--- config.mk ---
export PLATFORM = sky130hd
export DESIGN_NAME = io_supply_seq
export DESIGN_NICKNAME = d
export VERILOG_FILES = /design/src/rtl/io_supply_seq.sv
export SDC_FILE = /design/constraint.sdc
export NUM_CORES = 1
export LEC_CHECK = 0
export ABC_AREA = 0
export CAP_MARGIN = 40
export CORE_ASPECT_RATIO = 0.5
export CORE_MARGIN = 4
export CORE_UTILIZATION = 44
export DETAILED_ROUTE_END_ITERATION = 16
export GPL_TIMING_DRIVEN = 0
export HOLD_SLACK_MARGIN = 0.06
export PLACE_DENSITY_LB_ADDON = 0.3
export SLEW_MARGIN = 25
export SYNTH_ARGS = -nofsm -noshare
export SYNTH_HDL_FRONTEND = slang
export SYNTH_SLANG_ARGS = --single-unit
--- constraint.sdc ---
create_clock -name clk -period 2.32 [get_ports clk]
set_clock_uncertainty 0.1 [all_clocks]
set_input_delay 0.232 -clock clk [delete_from_list [all_inputs] [get_ports clk]]
set_output_delay 0.232 -clock clk [all_outputs]
set_load 0.1 [all_outputs]
--- src/rtl/io_supply_seq.sv ---
// Power sequencer for N_DOM switchable IO supply rings: ordered ramp-up with
// debounced power-good, pad isolation control, reverse-order power-down and sticky faults.
module io_supply_seq #(
  parameter int N_DOM   = 4,
  parameter int DEB_CYC = 16,
  parameter int TO_CYC  = 1024,
  localparam int IDX_W  = (N_DOM > 1) ? $clog2(N_DOM) : 1
) (
  input  logic             clk,
  input  logic             rst,
  input  logic             pwr_req_i,
  input  logic             fault_clr_i,
  input  logic [N_DOM-1:0] pg_i,
  output logic [N_DOM-1:0] dom_en_o,
  output logic             iso_o,
  output logic             ready_o,
  output logic             busy_o,
  output logic             fault_o,
  output logic [IDX_W-1:0] fault_dom_o
);

  localparam int DEB_W = (DEB_CYC > 1) ? $clog2(DEB_CYC) : 1;
  localparam int TO_W  = $clog2(TO_CYC);
  localparam logic [DEB_W-1:0] DEB_LAST = DEB_W'(DEB_CYC - 1);
  localparam logic [TO_W-1:0]  TO_LAST  = TO_W'(TO_CYC - 1);
  localparam logic [IDX_W-1:0] IDX_LAST = IDX_W'(N_DOM - 1);

  typedef enum logic [2:0] {
    S_OFF, S_RAMP, S_SETTLE, S_ON, S_DOWN, S_FAULT
  } state_t;

  state_t           r_state;
  logic [IDX_W-1:0] r_idx;
  logic [TO_W-1:0]  r_to_cnt;
  logic [DEB_W-1:0] r_deb_cnt;
  logic [N_DOM-1:0] r_pg_m;
  logic [N_DOM-1:0] r_pg_s;
  logic [N_DOM-1:0] r_dom_en;
  logic             r_iso;
  logic             r_ready;
  logic             r_busy;
  logic             r_fault;
  logic [IDX_W-1:0] r_fault_dom;

  logic             w_pg_cur;
  logic             w_done;
  logic             w_timeout;
  logic             w_deb_last;
  logic [IDX_W-1:0] w_idx_nxt;

  function automatic logic [IDX_W-1:0] lowest_zero(input logic [N_DOM-1:0] v);
    lowest_zero = '0;
    for (int i = N_DOM - 1; i >= 0; i--) begin
      if (!v[i]) lowest_zero = IDX_W'(i);
    end
  endfunction

  assign w_pg_cur   = r_pg_s[r_idx];
  assign w_deb_last = (r_deb_cnt == DEB_LAST);
  assign w_done     = (r_state == S_SETTLE) && w_pg_cur && w_deb_last;
  assign w_timeout  = (r_to_cnt == TO_LAST);
  assign w_idx_nxt  = r_idx + 1'b1;

  // r_deb_cnt doubles as the power-down spacing timer while in S_DOWN
  always_ff @(posedge clk) begin
    if (rst) begin
      r_state     <= S_OFF;
      r_idx       <= '0;
      r_to_cnt    <= '0;
      r_deb_cnt   <= '0;
      r_pg_m      <= '0;
      r_pg_s      <= '0;
      r_dom_en    <= '0;
      r_iso       <= 1'b1;
      r_ready     <= 1'b0;
      r_busy      <= 1'b0;
      r_fault     <= 1'b0;
      r_fault_dom <= '0;
    end else begin
      r_pg_m <= pg_i;
      r_pg_s <= r_pg_m;
      case (r_state)
        S_OFF: begin
          r_idx     <= '0;
          r_to_cnt  <= '0;
          r_deb_cnt <= '0;
          if (pwr_req_i) begin
            r_state  <= S_RAMP;
            r_dom_en <= N_DOM'(1);
            r_busy   <= 1'b1;
          end
        end
        S_RAMP, S_SETTLE: begin
          r_to_cnt <= r_to_cnt + 1'b1;
          if (!pwr_req_i) begin
            r_state   <= S_DOWN;
            r_deb_cnt <= '0;
          end else if (w_done) begin
            if (r_idx == IDX_LAST) begin
              r_state <= S_ON;
              r_iso   <= 1'b0;
              r_ready <= 1'b1;
              r_busy  <= 1'b0;
            end else begin
              r_state             <= S_RAMP;
              r_idx               <= w_idx_nxt;
              r_dom_en[w_idx_nxt] <= 1'b1;
              r_to_cnt            <= '0;
            end
          end else if (w_timeout) begin
            r_state     <= S_FAULT;
            r_fault_dom <= r_idx;
            r_dom_en    <= '0;
            r_iso       <= 1'b1;
            r_ready     <= 1'b0;
            r_busy      <= 1'b0;
            r_fault     <= 1'b1;
          end else if (!w_pg_cur) begin
            r_state <= S_RAMP;
          end else if (r_state == S_RAMP) begin
            r_state   <= S_SETTLE;
            r_deb_cnt <= '0;
          end else begin
            r_deb_cnt <= r_deb_cnt + 1'b1;
          end
        end
        S_ON: begin
          if (r_pg_s != '1) begin
            r_state     <= S_FAULT;
            r_fault_dom <= lowest_zero(r_pg_s);
            r_dom_en    <= '0;
            r_iso       <= 1'b1;
            r_ready     <= 1'b0;
            r_fault     <= 1'b1;
          end else if (!pwr_req_i) begin
            r_state   <= S_DOWN;
            r_idx     <= IDX_LAST;
            r_deb_cnt <= '0;
            r_iso     <= 1'b1;
            r_ready   <= 1'b0;
            r_busy    <= 1'b1;
          end
        end
        S_DOWN: begin
          if (w_deb_last) begin
            r_deb_cnt <= '0;
            if (r_dom_en == '0) begin
              r_state <= S_OFF;
              r_busy  <= 1'b0;
            end else begin
              r_dom_en[r_idx] <= 1'b0;
              if (r_idx != '0) r_idx <= r_idx - 1'b1;
            end
          end else begin
            r_deb_cnt <= r_deb_cnt + 1'b1;
          end
        end
        S_FAULT: begin
          if (fault_clr_i && !pwr_req_i) begin
            r_state <= S_OFF;
            r_fault <= 1'b0;
          end
        end
        default: r_state <= S_OFF;
      endcase
    end
  end

  assign dom_en_o    = r_dom_en;
  assign iso_o       = r_iso;
  assign ready_o     = r_ready;
  assign busy_o      = r_busy;
  assign fault_o     = r_fault;
  assign fault_dom_o = r_fault_dom;

endmodule

### Yosys cells after proc, flatten, opt, wreduce, memory -nomap -nowiden

Index checks and enable logic that the tools add are counted.

| operators by class | value |
|---|---|
| $lt $le $gt $ge | 4 |
| equal/unequal tests | 31 |
| muxes and demuxes | 85 |
| bitwise gates (word level) | 3 |
| reduce and logical (&&, ||, !) cells | 22 |
| $add $sub $neg | 4 |

Operator list:

| operator | count |
|---|---|
| 4-bit 2-to-1 mux | 16 |
| 2-bit 2-to-1 mux | 17 |
| 3-bit 2-to-1 mux | 11 |
| 4-bit one-hot mux with 4 select lines | 2 |
| 10-bit 2-to-1 mux | 3 |
| 2-bit inequality test (second input constant) | 14 |
| 1-bit 2-to-1 mux | 25 |
| 3-bit inequality test (second input constant) | 7 |
| 10-bit one-hot mux with 2 select lines | 1 |
| 6-bit AND reduction | 3 |
| 9-bit AND reduction | 2 |
| 3-bit one-hot mux with 5 select lines | 1 |
| 10-bit by 1-bit adder with 10-bit output (second input constant) | 1 |
| 10-bit == test (second input constant) | 1 |
| 5-bit AND reduction | 2 |
| 2-bit one-hot mux with 4 select lines | 1 |
| 8-bit AND reduction | 1 |
| 3-bit by 2-bit == test with 1-bit output (second input constant) | 2 |
| 3-bit == test (second input constant) | 2 |
| 2-bit by 3-bit less-than comparator with 1-bit output (second input constant) | 2 |
| 6-bit inequality test (second input constant) | 1 |
| 2-bit nonzero test | 3 |
| 1-bit logical AND | 5 |
| 4-bit by 1-bit adder with 4-bit output (second input constant) | 1 |
| other kinds (22) | 25 |

| word-level totals | value |
|---|---|
| bits of input ports | 8 |
| logic and storage cells | 161 |
| output and inout port bits | 10 |
| flip-flop bits (word level) | 37 |

### Depth between registers and ports, before layout

Gate-level depths: netlist of the first run.

| depth | value |
|---|---|
| depth in word-level cells | 10 |
| mapped depth | 7 |
| gate-level depth less buffers | 6 |

### Worst setup path after synthesis of the first run

OpenSTA, ideal clock, no wires.

| path | value |
|---|---|
| kind | register to register |
| start | reg r_dom_en[3] (netlist: dom_en_o[3]) |
| end | reg r_state[1] |
| setup time | 0.071 ns |
| data required time | 2.149 ns |
| clock period less this slack | 2.595 ns |
| slack | -0.275 ns |
| stages on the path, launching flop included | 6 |
| data arrival time | 2.424 ns |
| path buffers | 0 |
| cells stage by stage | dfxtp_1 -> or4_4 -> o311ai_4 -> a21bo_1 -> or4_1 -> a21oi_1 |

| on the way | value |
|---|---|
| cells in the longest elaborated chain, start to end | 3 |

RTL lines:

| item | line | RTL |
|---|---|---|
| start, declared | 38 | `logic [N_DOM-1:0] r_dom_en;` |
| start signal, assigned | 73 | `r_dom_en <= '0;` |
| start signal, assigned | 89 | `r_dom_en <= N_DOM'(1);` |
| start signal, assigned by index | 107 | `r_dom_en[w_idx_nxt] <= 1'b1;` |
| 4-bit logical NOT | 147 | `if (r_dom_en == '0) begin` |
| 2-bit inequality test (no line) | n/a |  |
| 6-bit AND reduction (no line) | n/a |  |
| end signal, assigned | 148 | `r_state <= S_OFF;` |
| end signal, assigned | 160 | `r_state <= S_OFF;` |
| end signal, assigned | 164 | `default: r_state <= S_OFF;` |
| end, declared | 32 | `state_t r_state;` |

Every way passes these cells.
A chain may end at the register's enable or synchronous reset.

### Worst setup path in the final report of the first run

| path | value |
|---|---|
| start | reg r_dom_en[0] (netlist: dom_en_o[0]) |
| end | reg r_state[1] |

The elaborated chain is that of the path after synthesis.

==> results of run 1 <==
## cells in the mapped netlist, drive strengths merged (3+ instances only)
| library cell | instances |
|---|---|
| a211oi | 9 |
| a21oi | 25 |
| a22oi | 3 |
| a311oi | 10 |
| buf | 8 |
| clkbuf | 3 |
| dfxtp | 37 |
| ha | 9 |
| inv | 6 |
| nand2 | 18 |
| nand2b | 7 |
| nand3 | 8 |
| nand4 | 7 |
| nor2 | 14 |
| nor2b | 14 |
| nor3 | 7 |
| o211ai | 4 |
| o21ai | 14 |
| o32ai | 4 |
| or3 | 6 |
## placed cells by master, fill, tap and decap left out, types with 4 or more instances in the layout
cell             count
nor3_1               6
clkdlybuf4s50_1     17
or3_1                5
o211ai_1             4
a311oi_1            10
clkbuf_8             5
o21ai_0             12
inv_1                6
nand4_1              7
nand2_1             18
buf_4                9
o32ai_1              4
a211oi_1             8
nor2b_1             14
a21oi_1             24
nand2b_1             7
nand3_1              6
nor2_1              13
ha_1                 9
dfxtp_1             31
buf_8               10
## metal layers
| layer | wire (microns) | vias to the layer above |
|---|---|---|
| met2 | 2720 | 92 |
| met4 | 132 | 0 |
| met1 | 2830 | 1044 |
| li1 | - | 1061 |
| met5 | 0 | - |
| met3 | 501 | 19 |
## logic make-up after synthesis
kind of cell | count (synthesis)
AOI/OAI and AO/OA | 91
xor gates and xnor gates | 1
adders and majority gates | 10
buffers and inverters | 18
DFF | 37
muxes | 1
and+or+nand+nor | 101
## layout make-up
class / count / area (sq um)
clock inverter: 1 / 8.76
sequential: 37 / 756
clock buffer: 7 / 97.6
multi-input combinational: 204 / 1440
fill: 400 / 1750
buffer: 12 / 88.8
tap: 66 / 82.6
inverter: 6 / 22.5
timing repair buffer: 33 / 365
## repair_timing
item / in CTS / in global routing
pin swaps: 0 / 4
buffers inserted: 0 / 6
cloned: 0 / 0
gates resized for setup: 8 / 16
setup endpoints to repair: 25 / 22
endpoints found under the hold margin: 0 / 0
## through the flow
| stage | setup TNS [ns] | setup WS, ns | total power, W | utilization (%) | std cells |
|---|---|---|---|---|---|
| after floorplan | 0 | 0.00620 | 0.000931 | - | 259 |
| after global placement | -2.17 | -0.367 | 0.00101 | 53.6 | 342 |
| after detailed placement | -2.97 | -0.360 | 0.00103 | 56.9 | 352 |
| after CTS | -0.0345 | -0.0229 | 0.00157 | 59.8 | 360 |
| after global routing | -0.0430 | -0.0176 | 0.00166 | 62.0 | 366 |
| final | 0 | 0.0279 | 0.00159 | 62.0 | 366 |
## state kept, by name, summed over array words and instances, names as in the netlist, 2 cells and up
| name | flops |
|---|---|
| dom_en_o | 4 |
| r_idx | 2 |
| r_pg_m | 4 |
| r_deb_cnt | 4 |
| r_state | 3 |
| r_to_cnt | 10 |
| r_pg_s | 4 |
| fault_dom_o | 2 |
## path summary, 6_finish.rpt
check | startpoint | end | depth (start not counted)
worst min register to register | r_pg_m[3] | r_pg_s[3] | 1
worst max register to register | dom_en_o[0] | r_state[1] | 5
worst max-delay path | dom_en_o[0] | r_state[1] | 5
worst min-delay path | r_pg_m[3] | r_pg_s[3] | 1
## power groups by stage
stage / logic [W] / clock network, W / registers (W)
CTS: 0.000342 / 0.000543 / 0.000686
global route: 0.000392 / 0.000580 / 0.000691
global placement: 0.000312 / 0 / 0.000699
finish: 0.000364 / 0.000541 / 0.000686
detailed placement: 0.000334 / 0 / 0.000701
floorplan: 0.000197 / 0 / 0.000734
==> impl_results.md, run 1 <==
* Result of the run: complete, no violations
* Hold slack final at about 0.34 ns
* Maximum vdd drop at approximately 340 uV
* Synth Area in Adders at 5.54%
* Post-synthesis sequential area ratio at roughly a third
* Slew Limit Fails at 0
* Initial antenna violation count at 0
* Post-synth top area share at 33.5%
* Synthesized area at approximately 0.0022 sq mm
* Top Family by Delay on Critical Path: simple AND/OR/NAND/NOR gates
* Synth async-reset ratio at 0%
* Ant. Diodes at 0
* Period utilisation layout at approximately 99%
* Sw Pwr at slightly above 0.0005 W
* CP max stage delay at ~0.55 ns
* Final-report setup violation count at 0
* Number of clock sinks at 37
* Clk_lat worst skew at approximately 0.31 ns
* Power Dens Cells at between 500 and 600 mW/mm^2
* HP Class: flip-flop to flip-flop
* Fin area at approximately 0.0029 sq mm
* Most used DFF post-synth: dfxtp_1
* TritonCTS clock tree: built
* Worst setup EP type: flip-flop
* Met1 GRT Util at between 20% and 30%
* Final GP Congestion at approximately 0.95
* # IOs at 18
* Multiplexer share of the synthesized area at 1.02%
* Share of post-route cells with drive strength above 1 at 20.0%
* Die Y-Extent at 58.1 microns
* GR peak layer: met2
* Synth Area in Compound Gates at 29.2%
* Synth area leader: dfxtp_1
* Net Sw Frac at between 30% and 40%
* Clock power share at approximately a third
* Crit-path max FO at 4
* Seq cells post-synth at 37
* Comb power frac at a little under a quarter
* Largest net degree at the start of global routing at 13
* Drt drc at 0
* H-tree levels at 2
* Root buffer cell: clkbuf_8
* HPWL Detailed at about 4.4 mm
* Die Width at approximately 110 microns
* Synthesized area per cell at about 8.5 sq um
* # port buffers at 17
* Maxcap violations at 0
* Final nets at between 300 and 400
* Synth warnings at 0
* Reg-to-reg slack, setup at ~0.028 ns
* Seq pwr share at 43.1%
* Clock-pin transition on the worst setup and hold timing paths at 0.09 ns
* Initial Util at between 40% and 50%
* Routing usage on met3 at between 5 and 6%
* Worst-path cell chain: or4_4 > o311ai_4 > a21bo_1 > or4_4 > a21oi_2
* TritonCTS Buffers at 5
* Vias in the first global route at 2,045
* CP Buf/Inv Count at 0
* Crit path launch type: flip-flop
* DP Area at 0.00263 sq mm
* Drt first pass iters at 5
* P_leak at 1.03 nW
* Die ar. at around 0.0063 sq mm
* Cell count after synthesis at ~260
* Detailed router's first-iteration violation count at 134
* Layout area overhead at 29.5%
* XOR/XNOR share of the synthesized area at less than 1%
* Simple-Gate Fraction of Synth Area at between 20% and 30%
* Post-synth EDFFs at 0
* Post-Syn Nets at 276
* Met2 usage at 30.7%
* Critical Path AT at 2.44 ns
* Drt wl/cell at 16.9 microns
* Setup CP Type: flip-flop to flip-flop
* CTS Hold Buffers Added at 0
* Core area at 0.00462 sq mm
* Least-Margin Pin Slew at just over 0.7 ns
* First-pass GRT wire length at roughly 10 mm
* Minimum clock period at about 2.3 ns
* Rel. slew slack at 51.8%
* F_max at 0.436 GHz
* CP max stage cell: or4_4
* Yosys cell types at 58
* CP dominant cell by count: or4_4
* Synth area leaders: dfxtp_1 (33%), a21oi_1 (5.7%), ha_1 (5.1%), a311oi_1 (4.0%), nor2b_1 (4.0%)
* Worst Path Required at 2.47 ns
* Rows at 17
* GRT Total Usage at around a fifth
* Total number of vias at about 2,200
* Vias/cell at between 6 and 7
* Antenna-violating nets left at 0
* WL final at a little over 6 mm
* Largest family of logic cells by synthesized area: compound AO/OA/AOI/OAI gates
* Final Hold Fails at 0
* CTS max path bufs at 2
* Total congestion overflow at 0
* Internal at about 0.0011 W
Power figures use the tool's default switching activity.
==> run 2: changes to the inputs <==
- CTS_CLUSTER_SIZE: not set -> 24
- SETUP_SLACK_MARGIN: not set -> 0.02
==> impl_results.md, run 2 (synthesis results as in run 1) <==
* HP Class: flip-flop to flip-flop (unchanged)
* Clock-pin transition on the worst setup and hold timing paths at 0.08 ns (was 0.09 ns)
* Pwr Total at 0.00157 W (was 0.00159 W)
* Result of the run: complete, no violations (unchanged)
* Final GP Congestion at 0.996 (was 0.948)
* Most frequent cells in the layout: dfxtp_1 (31), a21oi_1 (24), nand2_1 (18) (unchanged)
* CP max stage delay at 0.56 ns (was 0.55 ns)
* Die ar. at 0.00630 sq mm (unchanged)
* WL final at 6.09 mm (was 6.18 mm)
* CP dominant cell by count: or4_4 (unchanged)
* CTS Hold Buffers Added at 0 (unchanged)
* Top sig layer: met4 (unchanged)
* Initial Util at 47.9% (unchanged)
* # IOs at 18 (unchanged)
* CP max stage cell: or4_4 (unchanged)
* Vias/cell at 6.16 (was 6.05)
* CTS max path bufs at 2 (unchanged)
* Maximum vdd drop at 254 uV (was 336 uV)
* Slew Limit Fails at 0 (unchanged)
* Total number of vias at 2,242 (was 2,216)
* Share of post-route cells with drive strength above 1 at 19.5% (was 20.0%)
* Core area at 0.00462 sq mm (unchanged)
* Antenna-violating nets left at 0 (unchanged)
* Worst Path Required at 2.45 ns (was 2.47 ns)
* Number of clock sinks at 37 (unchanged)
* Setup CP Type: flip-flop to flip-flop (unchanged)
* Least-Margin Pin Slew at 0.732 ns (was 0.723 ns)
* Root buffer cell: clkbuf_8 (unchanged)
* Drt drc at 0 (unchanged)
* TritonCTS Buffers at 5 (unchanged)
* Final-report setup violation count at 0 (unchanged)
* Sw Pwr at 0.000489 W (was 0.000504 W)
* RSZ-0062 raised after global routing: true
* TritonCTS clock tree: built (unchanged)
* Maxcap violations at 0 (unchanged)
* Period utilisation layout at 97.9% (was 98.8%)
* P_leak at 1.02 nW (was 1.03 nW)
* Top Family by Delay on Critical Path: simple AND/OR/NAND/NOR gates (unchanged)
* Internal at 0.00109 W (about the same)
* Minimum clock period at 2.27 ns (was 2.29 ns)
* Die Width at 108 microns (unchanged)
* Clk_lat worst skew at 0.30 ns (was 0.31 ns)
* Worst-path cell chain: or4_4 > o311ai_4 > a21bo_1 > or4_4 > a21oi_2 (unchanged)
* Die Y-Extent at 58.1 microns (unchanged)
* Rel. slew slack at 51.2% (was 51.8%)
* Drt first pass iters at 5 (unchanged)
* Largest net degree at the start of global routing at 13 (unchanged)
* Drt wl/cell at 16.7 microns (was 16.9 microns)
* GRT Total Usage at 19.9% (was 20.8%)
* Final nets at 314 (was 316)
* Vias in the first global route at 2,071 (was 2,045)
* CP Buf/Inv Count at 0 (unchanged)
* Met1 WL at 2.76 mm (was 2.83 mm)
* Met3 wire length at 546 microns (was 501 microns)
* Crit path launch type: flip-flop (unchanged)
* Power Dens Cells at 553 mW/mm^2 (was 556 mW/mm^2)
* Most flop-heavy register: r_to_cnt (unchanged)
* Rows at 17 (unchanged)
* Seq pwr share at 43.5% (was 43.1%)
* # port buffers at 17 (unchanged)
* Worst setup EP type: flip-flop (unchanged)
* Comb power frac at 23.0% (was 22.9%)
* Commonest non-fill, non-tap cell in the layout: dfxtp_1 (unchanged)
* Crit-path max FO at 4 (unchanged)
* Layout area overhead at 28.7% (was 29.5%)
* F_max at 0.440 GHz (was 0.436 GHz)
* Hold slack final at 0.343 ns (was 0.344 ns)
* Ant. Diodes at 0 (unchanged)
* Reg-to-reg slack, setup at 0.05 ns (was 0.03 ns)
* Initial antenna violation count at 0 (unchanged)
* Clock power share at 33.5% (was 34.0%)
* Net Sw Frac at 31.1% (was 31.7%)
* Final Hold Fails at 0 (unchanged)
* First-pass GRT wire length at 10.0 mm (was 10.3 mm)
* Met2 wire len at 2.71 mm (was 2.72 mm)
* H-tree levels at 2 (unchanged)
* Largest register FFs at 10 (unchanged)
* HPWL Detailed at 4.27 mm (was 4.39 mm)
* Critical Path AT at 2.40 ns (was 2.44 ns)
* Total congestion overflow at 0 (unchanged)
* Detailed router's first-iteration violation count at 250 (was 134)
==> run 2: cell count changes in the layout (fill, tap and decap cells not counted), sizes merged <==
cell,previous run,this run
buf,24,21
clkbuf,10,11
==> run 2: power groups by stage <==
stage	logic [W]	registers (W)	clock network (W)
after global placement	0.000308	0.000697	0
after floorplan	0.000197	0.000733	0
after CTS	0.000342	0.000684	0.000536
after detailed placement	0.000331	0.000698	0
after global routing	0.000389	0.000690	0.000561
final	0.000361	0.000685	0.000528
==> run 2: final timing paths <==
check,endpoint,cells past startpoint,start
worst max register to register,r_state[1],5,dom_en_o[1]
worst max-delay path,r_state[1],5,dom_en_o[1]
worst min-delay path,r_pg_s[3],1,r_pg_m[3]
worst min register to register,r_pg_s[3],1,r_pg_m[3]
==> run 2: area by class of cell <==
cell class	count	area (sq um)
Fill cell	402	1770
Multi-Input combinational cell	204	1440
Sequential cell	37	758
Timing Repair Buffer	31	350
Clock buffer	7	97.6
Buffer	12	88.8
Tap cell	66	82.6
Inverter	6	22.5
Clock inverter	1	8.76
==> run 2: worst register-to-register path: stages, from the launching register on <==
cell and delay, ns:
dfxtp_4 0.35, or4_4 0.56, o311ai_4 0.32, a21bo_1 0.28, or4_4 0.48, a21oi_2 0.11
==> run 2: metrics by stage <==
stage          setup WS, ns  utilization (%)  std cells  TNS (ns)  instance area [sq um]
6_report             0.0496             61.7        364         0                   2850
5_1_grt             -0.0298             61.7        364   -0.0342                   2850
4_1_cts              0.0347             60.3        360         0                   2780
3_5_place_dp         -0.353             56.9        352     -3.07                   2630
3_3_place_gp         -0.307             53.7        342     -1.76                   2480
2_1_floorplan        0.0300                -        259         0                   2220
==> run 2: repair_timing <==
action	in CTS	in global routing
pin swaps	0	6
resized for setup	11	12
setup buffers	0	4
hold endpoints to repair	0	0
setup endpoints to repair	25	19
==> run 2: routing by layer <==
metal | up-vias | global-route usage (%)
met5 | - | 0
met4 | 0 | 6.29
met3 | 10 | 4.56
met2 | 102 | 29.9
met1 | 1063 | 28.5
li1 | 1067 | -
